$ cat src/rtl/score_digitizer_pkg.sv
// ---------------------------------------------------------------------------
// score_digitizer_pkg
//   Shared sizes, state encoding and helpers for the score digitizer.
//   SCORE_W   : width of the binary score coming from the game logic
//   DIGITS    : number of packed BCD digits handed to the page renderer
//   SCORE_MAX : largest score that can be shown; larger values saturate
// ---------------------------------------------------------------------------
package score_digitizer_pkg;

  localparam int SCORE_W   = 14;
  localparam int DIGITS    = 4;
  localparam int SCORE_MAX = 9999;

  localparam int BCD_W = 4 * DIGITS;
  localparam int CNT_W = $clog2(SCORE_W + 1);

  // Saturation limit at the same width as the score, so compares stay
  // width-matched.
  localparam logic [SCORE_W-1:0] SCORE_MAX_W = SCORE_W'(SCORE_MAX);

  // Reset value of the blanking mask: only the units digit is lit.
  localparam logic [DIGITS-1:0] EN_RESET = {{(DIGITS-1){1'b0}}, 1'b1};

  typedef enum logic [1:0] {
    SD_IDLE  = 2'd0,
    SD_SHIFT = 2'd1,
    SD_PEND  = 2'd2
  } sd_state_t;

  // Leading-zero blanking. A digit is lit when it or any more significant
  // digit is nonzero. Scanning from the top down with a sticky "seen" flag
  // gives exactly that. Units is always lit so a zero score shows "0".
  function automatic logic [DIGITS-1:0] blankMask(input logic [BCD_W-1:0] bcd);
    logic [DIGITS-1:0] en;
    logic              seen;
    en   = '0;
    seen = 1'b0;
    for (int i = DIGITS - 1; i >= 1; i--) begin
      seen  = seen | (bcd[4*i +: 4] != 4'd0);
      en[i] = seen;
    end
    en[0] = 1'b1;
    return en;
  endfunction

endpackage

$ cat src/rtl/score_digitizer_bcd_dabble_step.sv
// ---------------------------------------------------------------------------
// bcd_dabble_step
//   One combinational double-dabble iteration. Every BCD nibble that is 5 or
//   more is corrected by +3, then the BCD and binary registers are shifted
//   left together by one bit. The top binary bit moves into the BCD units.
//   Ports:
//     i_bcd : current BCD accumulator (DIGITS nibbles, [3:0] = units)
//     i_bin : remaining binary bits, MSB consumed next
//     o_bcd : accumulator after adjust and shift
//     o_bin : binary register after shift
// ---------------------------------------------------------------------------
module bcd_dabble_step
  import score_digitizer_pkg::*;
(
  input  logic [BCD_W-1:0]   i_bcd,
  input  logic [SCORE_W-1:0] i_bin,
  output logic [BCD_W-1:0]   o_bcd,
  output logic [SCORE_W-1:0] o_bin
);

  logic [BCD_W-1:0] w_adj;

  // The +3 correction happens before the shift. A nibble of 5..9 would
  // become 10..18 after doubling, so adding 3 first makes the doubled value
  // carry cleanly into the next decimal digit.
  always_comb begin
    w_adj = i_bcd;
    for (int i = 0; i < DIGITS; i++) begin
      if (i_bcd[4*i +: 4] >= 4'd5) begin
        w_adj[4*i +: 4] = i_bcd[4*i +: 4] + 4'd3;
      end
    end
  end

  // The BCD MSB falls off the top. It is always zero because the converted
  // value is saturated to fit in DIGITS decimal digits.
  assign {o_bcd, o_bin} = {w_adj, i_bin} << 1;

endmodule

$ cat src/rtl/score_digitizer.sv
// ---------------------------------------------------------------------------
// score_digitizer
//   Turns the binary game score into packed BCD digits plus a leading-zero
//   blanking mask for the end/HUD page renderer. The conversion runs as a
//   sequential double-dabble (one bit per cycle). The result is published
//   only when a frame starts, so the renderer never sees digits change
//   partway through a frame. A request that arrives while busy waits in a
//   single-entry slot; a newer request replaces an older one there.
//   Ports:
//     vga_clk     : pixel clock, the only clock
//     sys_rst     : synchronous reset, active-high
//     score_in    : binary score, sampled when score_vld is high
//     score_vld   : single-cycle conversion request
//     frame_start : single-cycle pulse at the first pixel of each frame
//     busy        : high while converting or waiting for frame_start
//     digit_bcd   : published BCD digits, [3:0] is units
//     digit_en    : published per-digit enable (leading-zero blanking)
//     overflow    : published score was above SCORE_MAX
// ---------------------------------------------------------------------------
module score_digitizer
  import score_digitizer_pkg::*;
(
  input  logic               vga_clk,
  input  logic               sys_rst,
  input  logic [SCORE_W-1:0] score_in,
  input  logic               score_vld,
  input  logic               frame_start,
  output logic               busy,
  output logic [BCD_W-1:0]   digit_bcd,
  output logic [DIGITS-1:0]  digit_en,
  output logic               overflow
);

  sd_state_t r_state;
  sd_state_t w_nextState;

  logic               r_pendVld;
  logic [SCORE_W-1:0] r_pendVal;

  logic [BCD_W-1:0]   r_bcd;
  logic [SCORE_W-1:0] r_bin;
  logic               r_ovf;
  logic [CNT_W-1:0]   r_cnt;

  logic [BCD_W-1:0]   r_digitBcd;
  logic [DIGITS-1:0]  r_digitEn;
  logic               r_overflow;

  logic               w_start;
  logic               w_publish;
  logic [SCORE_W-1:0] w_src;
  logic               w_srcOvf;
  logic [SCORE_W-1:0] w_clamped;
  logic [BCD_W-1:0]   w_stepBcd;
  logic [SCORE_W-1:0] w_stepBin;

  // Next-state and control decode. In IDLE a live request beats the pending
  // slot. Without a live request, a full slot starts a conversion by itself.
  // This is how a request parked while busy gets served in the first IDLE
  // cycle after publishing.
  always_comb begin
    w_nextState = r_state;
    w_start     = 1'b0;
    w_publish   = 1'b0;
    w_src       = score_in;
    case (r_state)
      SD_IDLE: begin
        if (score_vld) begin
          w_start = 1'b1;
          w_src   = score_in;
        end else if (r_pendVld) begin
          w_start = 1'b1;
          w_src   = r_pendVal;
        end
        if (w_start) begin
          w_nextState = SD_SHIFT;
        end
      end
      SD_SHIFT: begin
        if (r_cnt == CNT_W'(1)) begin
          w_nextState = SD_PEND;
        end
      end
      SD_PEND: begin
        if (frame_start) begin
          w_publish   = 1'b1;
          w_nextState = SD_IDLE;
        end
      end
      default: begin
        w_nextState = SD_IDLE;
      end
    endcase
  end

  // Saturate before converting so the result always fits in DIGITS digits.
  assign w_srcOvf  = (w_src > SCORE_MAX_W);
  assign w_clamped = w_srcOvf ? SCORE_MAX_W : w_src;

  // State register.
  always_ff @(posedge vga_clk) begin
    if (sys_rst) begin
      r_state <= SD_IDLE;
    end else begin
      r_state <= w_nextState;
    end
  end

  // Single-entry pending slot. A request seen while busy always overwrites
  // the slot, so only the latest one survives. The slot empties once IDLE
  // starts a conversion. If a live request wins in IDLE, the parked value
  // is superseded and dropped as well.
  always_ff @(posedge vga_clk) begin
    if (sys_rst) begin
      r_pendVld <= 1'b0;
      r_pendVal <= '0;
    end else if ((r_state != SD_IDLE) && score_vld) begin
      r_pendVld <= 1'b1;
      r_pendVal <= score_in;
    end else if (w_start) begin
      r_pendVld <= 1'b0;
    end
  end

  bcd_dabble_step u_step (
    .i_bcd (r_bcd),
    .i_bin (r_bin),
    .o_bcd (w_stepBcd),
    .o_bin (w_stepBin)
  );

  // Conversion datapath. Starting a conversion loads the clamped value and
  // arms the counter for SCORE_W steps. Each SHIFT cycle applies one dabble
  // step. The finished digits stay in r_bcd through PEND until publishing.
  always_ff @(posedge vga_clk) begin
    if (sys_rst) begin
      r_bcd <= '0;
      r_bin <= '0;
      r_ovf <= 1'b0;
      r_cnt <= '0;
    end else if (w_start) begin
      r_bcd <= '0;
      r_bin <= w_clamped;
      r_ovf <= w_srcOvf;
      r_cnt <= CNT_W'(SCORE_W);
    end else if (r_state == SD_SHIFT) begin
      r_bcd <= w_stepBcd;
      r_bin <= w_stepBin;
      r_cnt <= r_cnt - CNT_W'(1);
    end
  end

  // Published outputs. These change only on the PEND to IDLE transition, so
  // digits, blanking mask and overflow always update together.
  always_ff @(posedge vga_clk) begin
    if (sys_rst) begin
      r_digitBcd <= '0;
      r_digitEn  <= EN_RESET;
      r_overflow <= 1'b0;
    end else if (w_publish) begin
      r_digitBcd <= r_bcd;
      r_digitEn  <= blankMask(r_bcd);
      r_overflow <= r_ovf;
    end
  end

  assign busy      = (r_state != SD_IDLE);
  assign digit_bcd = r_digitBcd;
  assign digit_en  = r_digitEn;
  assign overflow  = r_overflow;

endmodule

$ cat config.mk
export PLATFORM = sky130hd
export DESIGN_NAME = score_digitizer
export DESIGN_NICKNAME = d
export VERILOG_FILES = /design/src/rtl/score_digitizer_pkg.sv /design/src/rtl/score_digitizer_bcd_dabble_step.sv /design/src/rtl/score_digitizer.sv
export SDC_FILE = /design/constraint.sdc
export NUM_CORES = 1
export LEC_CHECK = 0
export BUFFER_PORTS_ARGS = -buffer_cell sky130_fd_sc_hd__buf_2
export CORE_ASPECT_RATIO = 1.2
export CORE_MARGIN = 2
export CORE_UTILIZATION = 44
export CTS_BUF_LIST = sky130_fd_sc_hd__clkbuf_2
export CTS_CLUSTER_DIAMETER = 200
export DETAILED_ROUTE_END_ITERATION = 6
export PLACE_DENSITY_LB_ADDON = 0.15
export SYNTH_ARGS = -nofsm -noshare
export SYNTH_HDL_FRONTEND = slang
export SYNTH_SLANG_ARGS = --single-unit
$ cat constraint.sdc
create_clock -name vga_clk -period 2.2 [get_ports vga_clk]
set_clock_uncertainty 0.15 [all_clocks]
set_input_delay 0.66 -clock vga_clk [delete_from_list [all_inputs] [get_ports vga_clk]]
set_output_delay 0.66 -clock vga_clk [all_outputs]
set_load 0.02 [all_outputs]
* Yosys cells after proc, flatten, opt, wreduce, memory -nomap -nowiden
Cells that the tools add are included.
Word-level totals: logic and storage cells 63, output and inout bits 22, input port bits 18, bits in registers 72
Operators by class: bitwise gates (word level) 2, reduce and logical (&&, ||, !) cells 10, equal/unequal tests 6, multiplexer cells 24, $add $sub $neg 5, magnitude comparators 5
Operator list (count):
- $mux W14 | 6
- $mux W4 | 5
- $ge A4 B3 Y1 const B | 4
- $gt A14 B14 Y1 const B | 1
- $add A4 B2 Y4 const B | 3
- $reduce_bool A4 Y1 | 3
- $mux W1 | 8
- $mux W2 | 3
- $pmux W2 S3 | 1
- $reduce_bool A2 Y1 | 3
- $eq A4 B1 Y1 const B | 1
- $ne A2 B2 Y1 const B | 2
- $sub A4 B1 Y4 const B | 1
- $add A3 B2 Y3 const B | 1
- $mux W3 | 1
- $reduce_and A3 Y1 | 1
- $eq A2 B1 Y1 const B | 1
- $eq A2 B2 Y1 const B | 1
- $logic_not A2 Y1 | 1
- $ne A2 B1 Y1 const B | 1
- $or A1 B1 Y1 | 2
- $reduce_or A2 Y1 | 1
- $logic_and A1 B1 Y1 | 1

* Depth between registers and ports, before layout
Gate-level depths: netlist of run 1.
depth in word-level cells 6, mapped depth 6

* Cells and area by module
From an unflattened synthesis of run 1, not the netlist that was laid out.
Second synthesis, totals: cell total of the unflattened synthesis 453, area, all modules 3534.6 um^2
Modules (own cells, without submodules):
- score_digitizer | cells each 377, area an instance 3032.9 um^2, instances 1
- bcd_dabble_step | cells each 76, area an instance 501.7 um^2, instances 1

* Worst setup path after synthesis of run 1
OpenSTA, ideal clock, no wires.
kind input-to-reg, start input score_vld, end register r_bin[6], stages 4, setup slack 0.335 ns, arrival 1.612 ns, required time 1.947 ns, library setup time 0.103 ns, path through nor4b_4 > o211a_1 > a211oi_2 > a2111oi_2
On the way: word-level cells in the longest chain between the ends 5, elaborated cells on any way between the ends 9
RTL lines:
- start, declared | RTL line score_digitizer.sv:26 | input logic score_vld,
- $mux W14 | RTL line score_digitizer.sv:68 | if (score_vld) begin
- $mux W14 | RTL line score_digitizer.sv:66 | case (r_state)
- $gt A14 B14 Y1 | RTL line score_digitizer.sv:97 | assign w_srcOvf = (w_src > SCORE_MAX_W);
- $mux W14 | RTL line score_digitizer.sv:98 | assign w_clamped = w_srcOvf ? SCORE_MAX_W : w_src;
- $mux W14 | RTL line score_digitizer.sv:141 | end else if (w_start) begin
- end signal, assigned | RTL line score_digitizer.sv:143 | r_bin <= w_clamped;
- end signal, assigned | RTL line score_digitizer.sv:148 | r_bin <= w_stepBin;
- end, declared | RTL line score_digitizer.sv:41 | logic [SCORE_W-1:0] r_bin;
Parallel ways exist; a longest one is shown, timed or not. The select of a mux whose other input is x is not followed. A chain may end at the register's enable or synchronous reset.

* Final worst setup path of run 1
start register r_state[0], end output busy
On the way: word-level cells in the longest chain between the ends 1
RTL lines:
- start, declared | RTL line score_digitizer.sv:34 | sd_state_t r_state;
- start signal, assigned | RTL line score_digitizer.sv:105 | r_state <= w_nextState;
- $reduce_bool A2 Y1 | RTL line score_digitizer.sv:167 | assign busy = (r_state != SD_IDLE);
- end, declared | RTL line score_digitizer.sv:28 | output logic busy,
Every way passes these cells.

==> run summary, run 1 <==
status: finished, final reports clean
placed cell count: 543
final-layout fill cell count: 793
synth top area cells: dfxtp_1 42%, nand2_1 9.3%, a21oi_1 7.2%
worst path arrival time: 1.31 ns
synth cell count leaders: 85 x nand2_1, 72 x dfxtp_1, 49 x a21oi_1, 27 x nor2_1
Site Rows: 35
Worst VDD drop: 396 uV
number of global-route vias before repair: 2780
area occupied by registers: 1450 sq um
layout cells sized above 1: 19.4%
via count: 3038
period utilisation layout: 96.3%
HP Start: score_in[2]
largest net degree at the start of global routing: 31
Post-DP HPWL: 5700 um
Hold Buf Count CTS: 0
fraction of registers with async set/reset: 0%
Antenna Nets Post-Route: 0
Ys Warns: 0
IO Pins: 40
endpoints failing hold: 0
DRC: 0
gp weighted congestion: 0.830
core area: 7620 sq um
GRT overflow: 0
clk_lat worst skew: 0.51 ns
setup repair after global routing missed its margin: false
Finished Cell Area: 3940 sq um
DIE AREA: 8520 sq um
TritonCTS Sinks: 72
post-synthesis cell type count: 49
CP required: 1.39 ns
I/O Buffers: 38
Clock Path Buffers: 2
setup slack, reg-to-reg: 0.27 ns
Worst setup SP type: flop
Seq/Total Area, Yosys: 42.0%
post-route insts no fill: 560
most instantiated library cell after synthesis: nand2_1
DRT iter0 DRCs: 87
synthesized area: 3430 sq um
clock-pin transition on the worst setup and hold timing paths: 0.20 ns
Syn Inst Count: 418
Hold Crit Endpoint: r_pendVal[2]$_SDFFE_PP0P_
CP Class: reg2out
GRT Total Usage: 19.0%
Die X-Extent: 84.6 um
final setup fails: 0
Synth Flop Type: dfxtp_1
maxcap violations: 0
ANT cells: 0
Place WS: 0.0527 ns
worst hold stages: 3
area grow syn2layout: 15.0%
clock root cell: clkbuf_2
Syn Area/Cell: 8.20 sq um
Placed Area: 3770 sq um
first-pass GRT wire length: 13000 um
WL/cell: 14.1 um
leakage: 1.47 nW
Setup TNS Final: 0 ns
initial antenna violation count: 0
min Tclk post-route: 2.12 ns
r2r endpoint: r_bin[6]$_SDFFE_PP0P_
drt first pass iters: 4
final WL: 7890 um
synthesized flop and latch total: 72
relative slew slack: 51.2%
Slew Viols, Final: 0
Hold Slack: 0.224 ns
FF-to-FF Start: r_state[0]$_SDFFE_PP0P_
Die Y: 101 um
H-tree Lvls: 3
vias per inst: 5.43
R2R depth: 6
Multi-input gate area: 1800 sq um
Post-synth EDFFs: 0
TritonCTS clock tree: yes
power density over the cells: 701 nW/um^2
area leader, netlist: dfxtp_1
Crit. End Element: output pin
HP Class: in2reg
Nets: 494
max frequency: 0.472 GHz
Least-Margin Pin Slew: 0.732 ns
Setup WS post-layout: 0.0824 ns
Inserted Clock Buffers: 9
area fraction of the dominant cell type after synthesis: 42.0%
Initial Util: 45.0%
worst-path maximum fanout: 5
syn nets: 449
[flip-flops by register name, indices dropped and copies added, names as in the netlist, 2 cells and up]
| name | count |
|---|---|
| digit_bcd | 16 |
| r_pendVal | 14 |
| r_bin | 14 |
| r_bcd | 16 |
| r_state | 2 |
| digit_en | 3 |
| r_cnt | 4 |
[stage by stage]
step                      total power, mW  utilization [%]
after floorplan                      1.69                -
after global placement               1.80             49.4
after detailed placement             1.81             49.4
after CTS                            2.81             51.8
after global routing                 2.90             51.8
final                                2.76             51.8
[cell usage in the layout, fill, tap and decap left out, types with 4 or more instances in the layout]
| cell type | Yosys | final |
|---|---|---|
| o21ai_0 | 13 | 13 |
| buf_2 | 14 | 38 |
| inv_1 | 16 | 15 |
| o221ai_1 | 6 | 6 |
| ha_1 | 13 | 13 |
| dfxtp_1 | 72 | 70 |
| clkbuf_2 | 0 | 9 |
| buf_4 | 3 | 20 |
| a221oi_1 | 4 | 4 |
| nand2_1 | 85 | 85 |
| nand3_1 | 16 | 16 |
| a31oi_1 | 10 | 10 |
| or3_1 | 7 | 7 |
| nor4_1 | 6 | 6 |
| a311oi_1 | 6 | 6 |
| nor2_1 | 27 | 27 |
| mux2i_1 | 4 | 4 |
| nor3_1 | 4 | 4 |
| a21oi_1 | 49 | 49 |
| nand2b_1 | 5 | 5 |
| nor3b_1 | 7 | 7 |
| xnor2_1 | 4 | 4 |
[where the power goes]
group	switching, mW	leakage, nW	internal (mW)
registers	0.0481	0.587	1.37
clock network	0.483	0.0901	0.492
logic	0.227	0.790	0.149
[critical path, stage by stage, from the launching register on]
cell and delay [ns]:
dfxtp_4 0.39, nor2_1 0.16, inv_2 0.09, buf_2 0.17
[how the worst max path moves through the flow]
stage	from	endpoint	cells past startpoint
finish	r_state[0]$_SDFFE_PP0P_	busy	3
global route	r_state[1]$_SDFFE_PP0P_	busy	3
CTS	r_state[1]$_SDFFE_PP0P_	busy	3
detailed placement	score_vld	r_bin[3]$_SDFFE_PP0P_	6
global placement	score_vld	r_bin[6]$_SDFFE_PP0P_	6
floorplan	score_vld	r_bin[6]$_SDFFE_PP0P_	4
[metal layers]
| layer | vias up | routed length, um | track usage (%) |
|---|---|---|---|
| met2 | 47 | 3920 | 31.9 |
| met3 | 13 | 224 | 2.87 |
| met4 | 0 | 189 | 9.04 |
| li1 | 1554 | - | - |
| met5 | - | 0 | 0 |
| met1 | 1424 | 3550 | 24.0 |
[logic make-up after synthesis]
family / Yosys count / synth area share (%)
XOR/XNOR: 6 / 1.53
multiplexers: 5 / 1.50
flip-flops: 72 / 42.0
adder cells (fa/ha/maj): 13 / 4.74
AND/OR/NAND/NOR: 175 / 24.6
other: 1 / 0.109
buffers and inverters: 41 / 5.55
AO/OA/AOI/OAI: 105 / 19.9
[final cells by class]
class | instances | share of cell area (%)
inverters | 16 | 1.52
flip-flops and latches | 72 | 36.7
clock inverters | 7 | 3.01
multi-input cells | 305 | 45.6
well taps | 92 | 2.92
repair buffers | 59 | 9.14
clock buffers | 9 | 1.14
[repair_timing]
| item | CTS | global route |
|---|---|---|
| hold endpoints to repair | 0 | 0 |
| resized for setup | 3 | 1 |
| cloned | 0 | 0 |
| setup endpoints to repair | 1 | 1 |
| setup buffers | 1 | 0 |
(Power assumes the default switching activity.)
==> run 2: changes to the inputs <==
--- a/config.mk
+++ b/config.mk
@@ -8,7 +8,7 @@
 export BUFFER_PORTS_ARGS = -buffer_cell sky130_fd_sc_hd__buf_2
 export CORE_ASPECT_RATIO = 1.2
 export CORE_MARGIN = 2
-export CORE_UTILIZATION = 44
+export CORE_UTILIZATION = 25
 export CTS_BUF_LIST = sky130_fd_sc_hd__clkbuf_2
 export CTS_CLUSTER_DIAMETER = 200
 export DETAILED_ROUTE_END_ITERATION = 6
==> run 2 against run 1 <==
Net effect: fmax increased by 1.3%; non-clock buffer count rose by 1; cell area up 0.60%; first-iteration DRC count is 61% higher; combinational power is 3% higher; sequential power about the same; total power fell by 12%; final cell count rose by 14%; die area is 72% higher; clock power is 37% lower.
==> run summary, run 2 (synthesized netlist as in run 1, its figures left out) <==
H-tree Lvls: 3
CP bufs+invs: 2
Initial Util: 25.8%
final WL: 9030 um
r2r endpoint: r_bin[3]$_SDFFE_PP0P_
gp weighted congestion: 0.806
vias per inst: 4.81
Setup TNS Final: 0 ns
R2R depth: 6
delay-heaviest family, CP: flip-flops
leakage: 1.44 nW
initial antenna violation count: 0
clock-pin transition on the worst setup and hold timing paths: 0.20 ns
Crit. Startpoint: r_state[0]$_SDFFE_PP0P_
CP cell instances: nor2_4, inv_2, buf_2
most frequent cells in the layout: 85 x nand2_1, 70 x dfxtp_1, 49 x a21oi_1, 38 x buf_2, 26 x nor2_1
IO Pins: 40
Hold Buf Count CTS: 0
Worst VDD drop: 245 uV
maxcap violations: 0
CP required: 1.39 ns
CP Depth: 3
GRT overflow: 0
worst path arrival time: 1.28 ns
Hold Slack: 0.189 ns
worst-path maximum fanout: 5
layout cells sized above 1: 19.4%
Nets: 495
CP Class: reg2out
Inserted Clock Buffers: 9
first-pass GRT wire length: 15000 um
min Tclk post-route: 2.09 ns
endpoints failing hold: 0
Clock Path Buffers: 2
WL/cell: 14.2 um
largest net degree at the start of global routing: 52
Slew Viols, Final: 0
max frequency: 0.478 GHz
Site Rows: 46
drt first pass iters: 4
Die Y: 132 um
clk_lat worst skew: 0.54 ns
setup repair after global routing missed its margin: false
Die X-Extent: 111 um
DRT iter0 DRCs: 140
Max stage delay on crit path: 0.41 ns
DIE AREA: 14700 sq um
Crit. End Element: output pin
ANT cells: 0
TritonCTS clock tree: yes
setup slack, reg-to-reg: 0.26 ns
HP Start: score_in[1]
CP max-delay cell: dfxtp_4
Antenna Nets Post-Route: 0
clock root cell: clkbuf_2
Worst setup SP type: flop
core area: 13300 sq um
status: finished, final reports clean
FF-to-FF Start: r_state[0]$_SDFFE_PP0P_
Hold Crit Endpoint: r_pendVal[1]$_SDFFE_PP0P_
period utilisation layout: 95.0%
GRT Total Usage: 12.8%
TritonCTS Sinks: 72
commonest non-fill, non-tap cell in the layout: nand2_1
DRC: 0
Post-DP HPWL: 6370 um
final setup fails: 0
Least-Margin Pin Slew: 0.589 ns
power density over the cells: 610 nW/um^2
via count: 3060
worst hold stages: 3
I/O Buffers: 38
HP Class: in2reg
number of global-route vias before repair: 2959
area grow syn2layout: 15.7%
relative slew slack: 60.8%
==> run 2: cell count changes in the layout (fill, tap and decap cells not counted) <==
cell       change
buf_4          +1
bufinv_16      -3
clkbuf_2       +1
clkinv_1       +1
clkinv_2       +2
clkinv_4       -1
dfxtp_2        -1
dfxtp_4        +1
inv_6          -1
nor2_1         -1
nor2_4         +1
==> run 2: worst reg2reg max path, stage by stage (launching register included) <==
cell and delay, ns:
dfxtp_4 0.41, buf_4 0.17, buf_4 0.16, nor3_1 0.22, or2_2 0.30, a221oi_2 0.10
a2111oi_2 0.35
==> run 2: cell type report <==
type / count / area [sq um]
Clock buffer: 10 / 50.0
Clock inverter: 5 / 25.0
Fill cell: 1476 / 9330
Inverter: 16 / 60.1
Multi-Input combinational cell: 305 / 1810
Sequential cell: 72 / 1450
Tap cell: 168 / 210
Timing Repair Buffer: 60 / 368
==> run 2: per-layer routing <==
| metal | GRT usage [%] | share of wire (%) | vias to the layer above | wire [um] |
|---|---|---|---|---|
| met5 | 0 | 0 | - | 0 |
| met4 | 5.14 | 1.7 | 0 | 153 |
| met3 | 3.13 | 4.3 | 13 | 391 |
| met2 | 21.1 | 48 | 67 | 4300 |
| met1 | 16.0 | 46 | 1423 | 4190 |
| li1 | - | - | 1557 | - |
==> run 2: power breakdown <==
part           internal (mW)  switching (mW)
Sequential              1.36          0.0497
Clock                  0.136           0.483
Combinational          0.154           0.233
==> run 2: metrics by stage <==
stage / std cells / setup WS, ns / area, sq um / power, mW / util, %
global route: 636 / 0.0289 / 3970 / 2.58 / 29.8
floorplan: 418 / 0.335 / 3430 / 1.69 / -
CTS: 636 / 0.0220 / 3960 / 2.47 / 29.8
global placement: 619 / 0.109 / 3860 / 1.82 / 29.1
detailed placement: 619 / 0.0800 / 3860 / 1.83 / 29.1
finish: 636 / 0.109 / 3970 / 2.42 / 29.8
==> run 2: worst max path at each step <==
stage	end	slack [ns]
6_report	busy	0.11
5_1_grt	busy	0.03
4_1_cts	busy	0.02
3_5_place_dp	r_bin[4]$_SDFFE_PP0P_	0.08
3_3_place_gp	r_bin[4]$_SDFFE_PP0P_	0.11
2_1_floorplan	r_bin[6]$_SDFFE_PP0P_	0.33
==> run 2: repair_timing <==
item	CTS	global route
endpoints found under the setup margin	1	1
buffers inserted	2	0
resized for setup	6	1
pin swaps	0	0
==> run 3: changes to the inputs <==
--- a/config.mk
+++ b/config.mk
@@ -8,7 +8,7 @@
 export BUFFER_PORTS_ARGS = -buffer_cell sky130_fd_sc_hd__buf_2
 export CORE_ASPECT_RATIO = 1.2
 export CORE_MARGIN = 2
-export CORE_UTILIZATION = 25
+export CORE_UTILIZATION = 45
 export CTS_BUF_LIST = sky130_fd_sc_hd__clkbuf_2
 export CTS_CLUSTER_DIAMETER = 200
 export DETAILED_ROUTE_END_ITERATION = 6
==> run 3 against run 2 <==
Net effect: sequential power is essentially flat; global-route usage is 7.7 points higher; setup slack better by 0.016 ns; total power grew 14%; sequential share of layout area rose by 0.47 points; die area shrank 43%; core utilization increased by 24 points; via count fell by 0.72%; hold slack better by 0.032 ns; register-to-register slack about the same; critical endpoint unchanged; largest power group unchanged.
==> run summary, run 3 (synthesized netlist as in run 1, its figures left out) <==
status: finished, final reports clean
I/O Buffers: 38
FF-to-FF Start: r_state[0]$_SDFFE_PP0P_
relative slew slack: 62.7%
worst-path maximum fanout: 5
first-pass GRT wire length: 13800 um
ANT cells: 0
setup slack, reg-to-reg: 0.25 ns
Crit. End Element: output pin
number of global-route vias before repair: 2945
GRT overflow: 0
Initial Util: 46.9%
Die Y: 99.6 um
layout cells sized above 1: 19.4%
via count: 3038
Setup TNS Final: 0 ns
TritonCTS Sinks: 72
TritonCTS clock tree: yes
CP required: 1.39 ns
IO Pins: 40
final WL: 7990 um
leakage: 1.45 nW
Nets: 491
Site Rows: 34
R2R depth: 6
vias per inst: 5.47
commonest non-fill, non-tap cell in the layout: nand2_1
period utilisation layout: 94.3%
worst path arrival time: 1.26 ns
final-layout fill cell count: 723
final setup fails: 0
Worst VDD drop: 467 uV
clock-pin transition on the worst setup and hold timing paths: 0.19 ns
Slew Viols, Final: 0
Placed Area: 3730 sq um
Hold Buf Count CTS: 0
Worst setup SP type: flop
Clock Path Buffers: 2
gp weighted congestion: 0.816
most frequent cells in the layout: 85 x nand2_1, 70 x dfxtp_1, 49 x a21oi_1, 38 x buf_2, 26 x nor2_1
largest net degree at the start of global routing: 31
Setup WS post-layout: 0.125 ns
GRT Total Usage: 20.5%
drt first pass iters: 4
clk_lat worst skew: 0.52 ns
DRC: 0
r2r endpoint: r_bin[1]$_SDFFE_PP0P_
Post-DP HPWL: 5670 um
Least-Margin Pin Slew: 0.555 ns
H-tree Lvls: 3
Die X-Extent: 83.7 um
area grow syn2layout: 14.2%
DIE AREA: 8340 sq um
setup repair after global routing missed its margin: false
endpoints failing hold: 0
Finished Cell Area: 3920 sq um
DRT iter0 DRCs: 130
initial antenna violation count: 0
max frequency: 0.482 GHz
HP Class: in2reg
CP Class: reg2out
Crit. Startpoint: r_state[0]$_SDFFE_PP0P_
power density over the cells: 702 nW/um^2
clock root cell: clkbuf_2
Antenna Nets Post-Route: 0
core area: 7320 sq um
Critical Path End: busy
maxcap violations: 0
WL/cell: 14.4 um
Place WS: 0.0369 ns
Inserted Clock Buffers: 9
min Tclk post-route: 2.07 ns
==> run 3: changes by cell type in the layout (fill, tap and decap cells not counted) <==
cell | before | now
buf_4 | 21 | 17
clkinv_1 | 2 | 0
bufinv_16 | 0 | 3
nor2_2 | 0 | 1
nor2_4 | 1 | 0
==> run 3: layout make-up <==
class                           count  area, sq um  share of cell area [%]
Multi-Input combinational cell    305         1800                    46.0
Clock inverter                      6          108                    2.75
Sequential cell                    72         1450                    37.0
Tap cell                           90          113                    2.87
Clock buffer                       10         50.0                    1.28
Inverter                           16         60.1                    1.53
Timing Repair Buffer               56          338                    8.62
==> run 3: worst min path at each step <==
stage,slack (ns),depth (start not counted),to,from
3_5_place_dp,0.29,2,digit_bcd[9]$_SDFFE_PP0P_,digit_bcd[9]$_SDFFE_PP0P_
6_report,0.22,3,r_pendVal[3]$_SDFFE_PP0P_,score_in[3]
2_1_floorplan,0.28,2,overflow$_SDFFE_PP0P_,r_ovf$_SDFFE_PP0P_
5_1_grt,0.18,3,r_pendVal[2]$_SDFFE_PP0P_,score_in[2]
3_3_place_gp,0.29,2,digit_bcd[9]$_SDFFE_PP0P_,digit_bcd[9]$_SDFFE_PP0P_
4_1_cts,0.17,3,r_pendVal[2]$_SDFFE_PP0P_,score_in[2]
==> run 3: per-stage QoR <==
| step | hold slack (ns) | cells | total power, mW | utilization [%] |
|---|---|---|---|---|
| finish | 0.221 | 555 | 2.75 | 53.5 |
| global route | 0.185 | 555 | 2.89 | 53.5 |
| CTS | 0.171 | 555 | 2.78 | 53.5 |
| detailed placement | 0.293 | 537 | 1.81 | 51.0 |
| global placement | 0.290 | 537 | 1.80 | 51.0 |
| floorplan | 0.282 | 418 | 1.69 | - |
==> run 3: power breakdown <==
| group | internal (mW) | switching [mW] | total (mW) |
|---|---|---|---|
| Sequential | 1.36 | 0.0501 | 1.41 |
| Combinational | 0.146 | 0.223 | 0.368 |
| Clock | 0.490 | 0.476 | 0.966 |
| Total | 2.00 | 0.749 | 2.75 |
==> run 3: timing repair <==
action / in CTS / in global routing
endpoints found under the setup margin: 1 / 1
buffers inserted: 2 / 0
gates resized for setup: 4 / 2
==> run 3: worst max-delay path, stage by stage, from the launching register on <==
cell and delay (ns):
dfxtp_4 0.39, nor2_2 0.14, inv_2 0.08, buf_2 0.16
==> run 3: per-layer routing <==
metal  wire length, um  GRT usage, %  part of all wire [%]  vias to the layer above
met3               335          3.90                   4.2                       10
met4               134          8.31                   1.7                        0
li1                  -             -                     -                     1544
met5                 0             0                     0                        -
met2              4070          35.9                    51                       74
met1              3450          24.6                    43                     1410
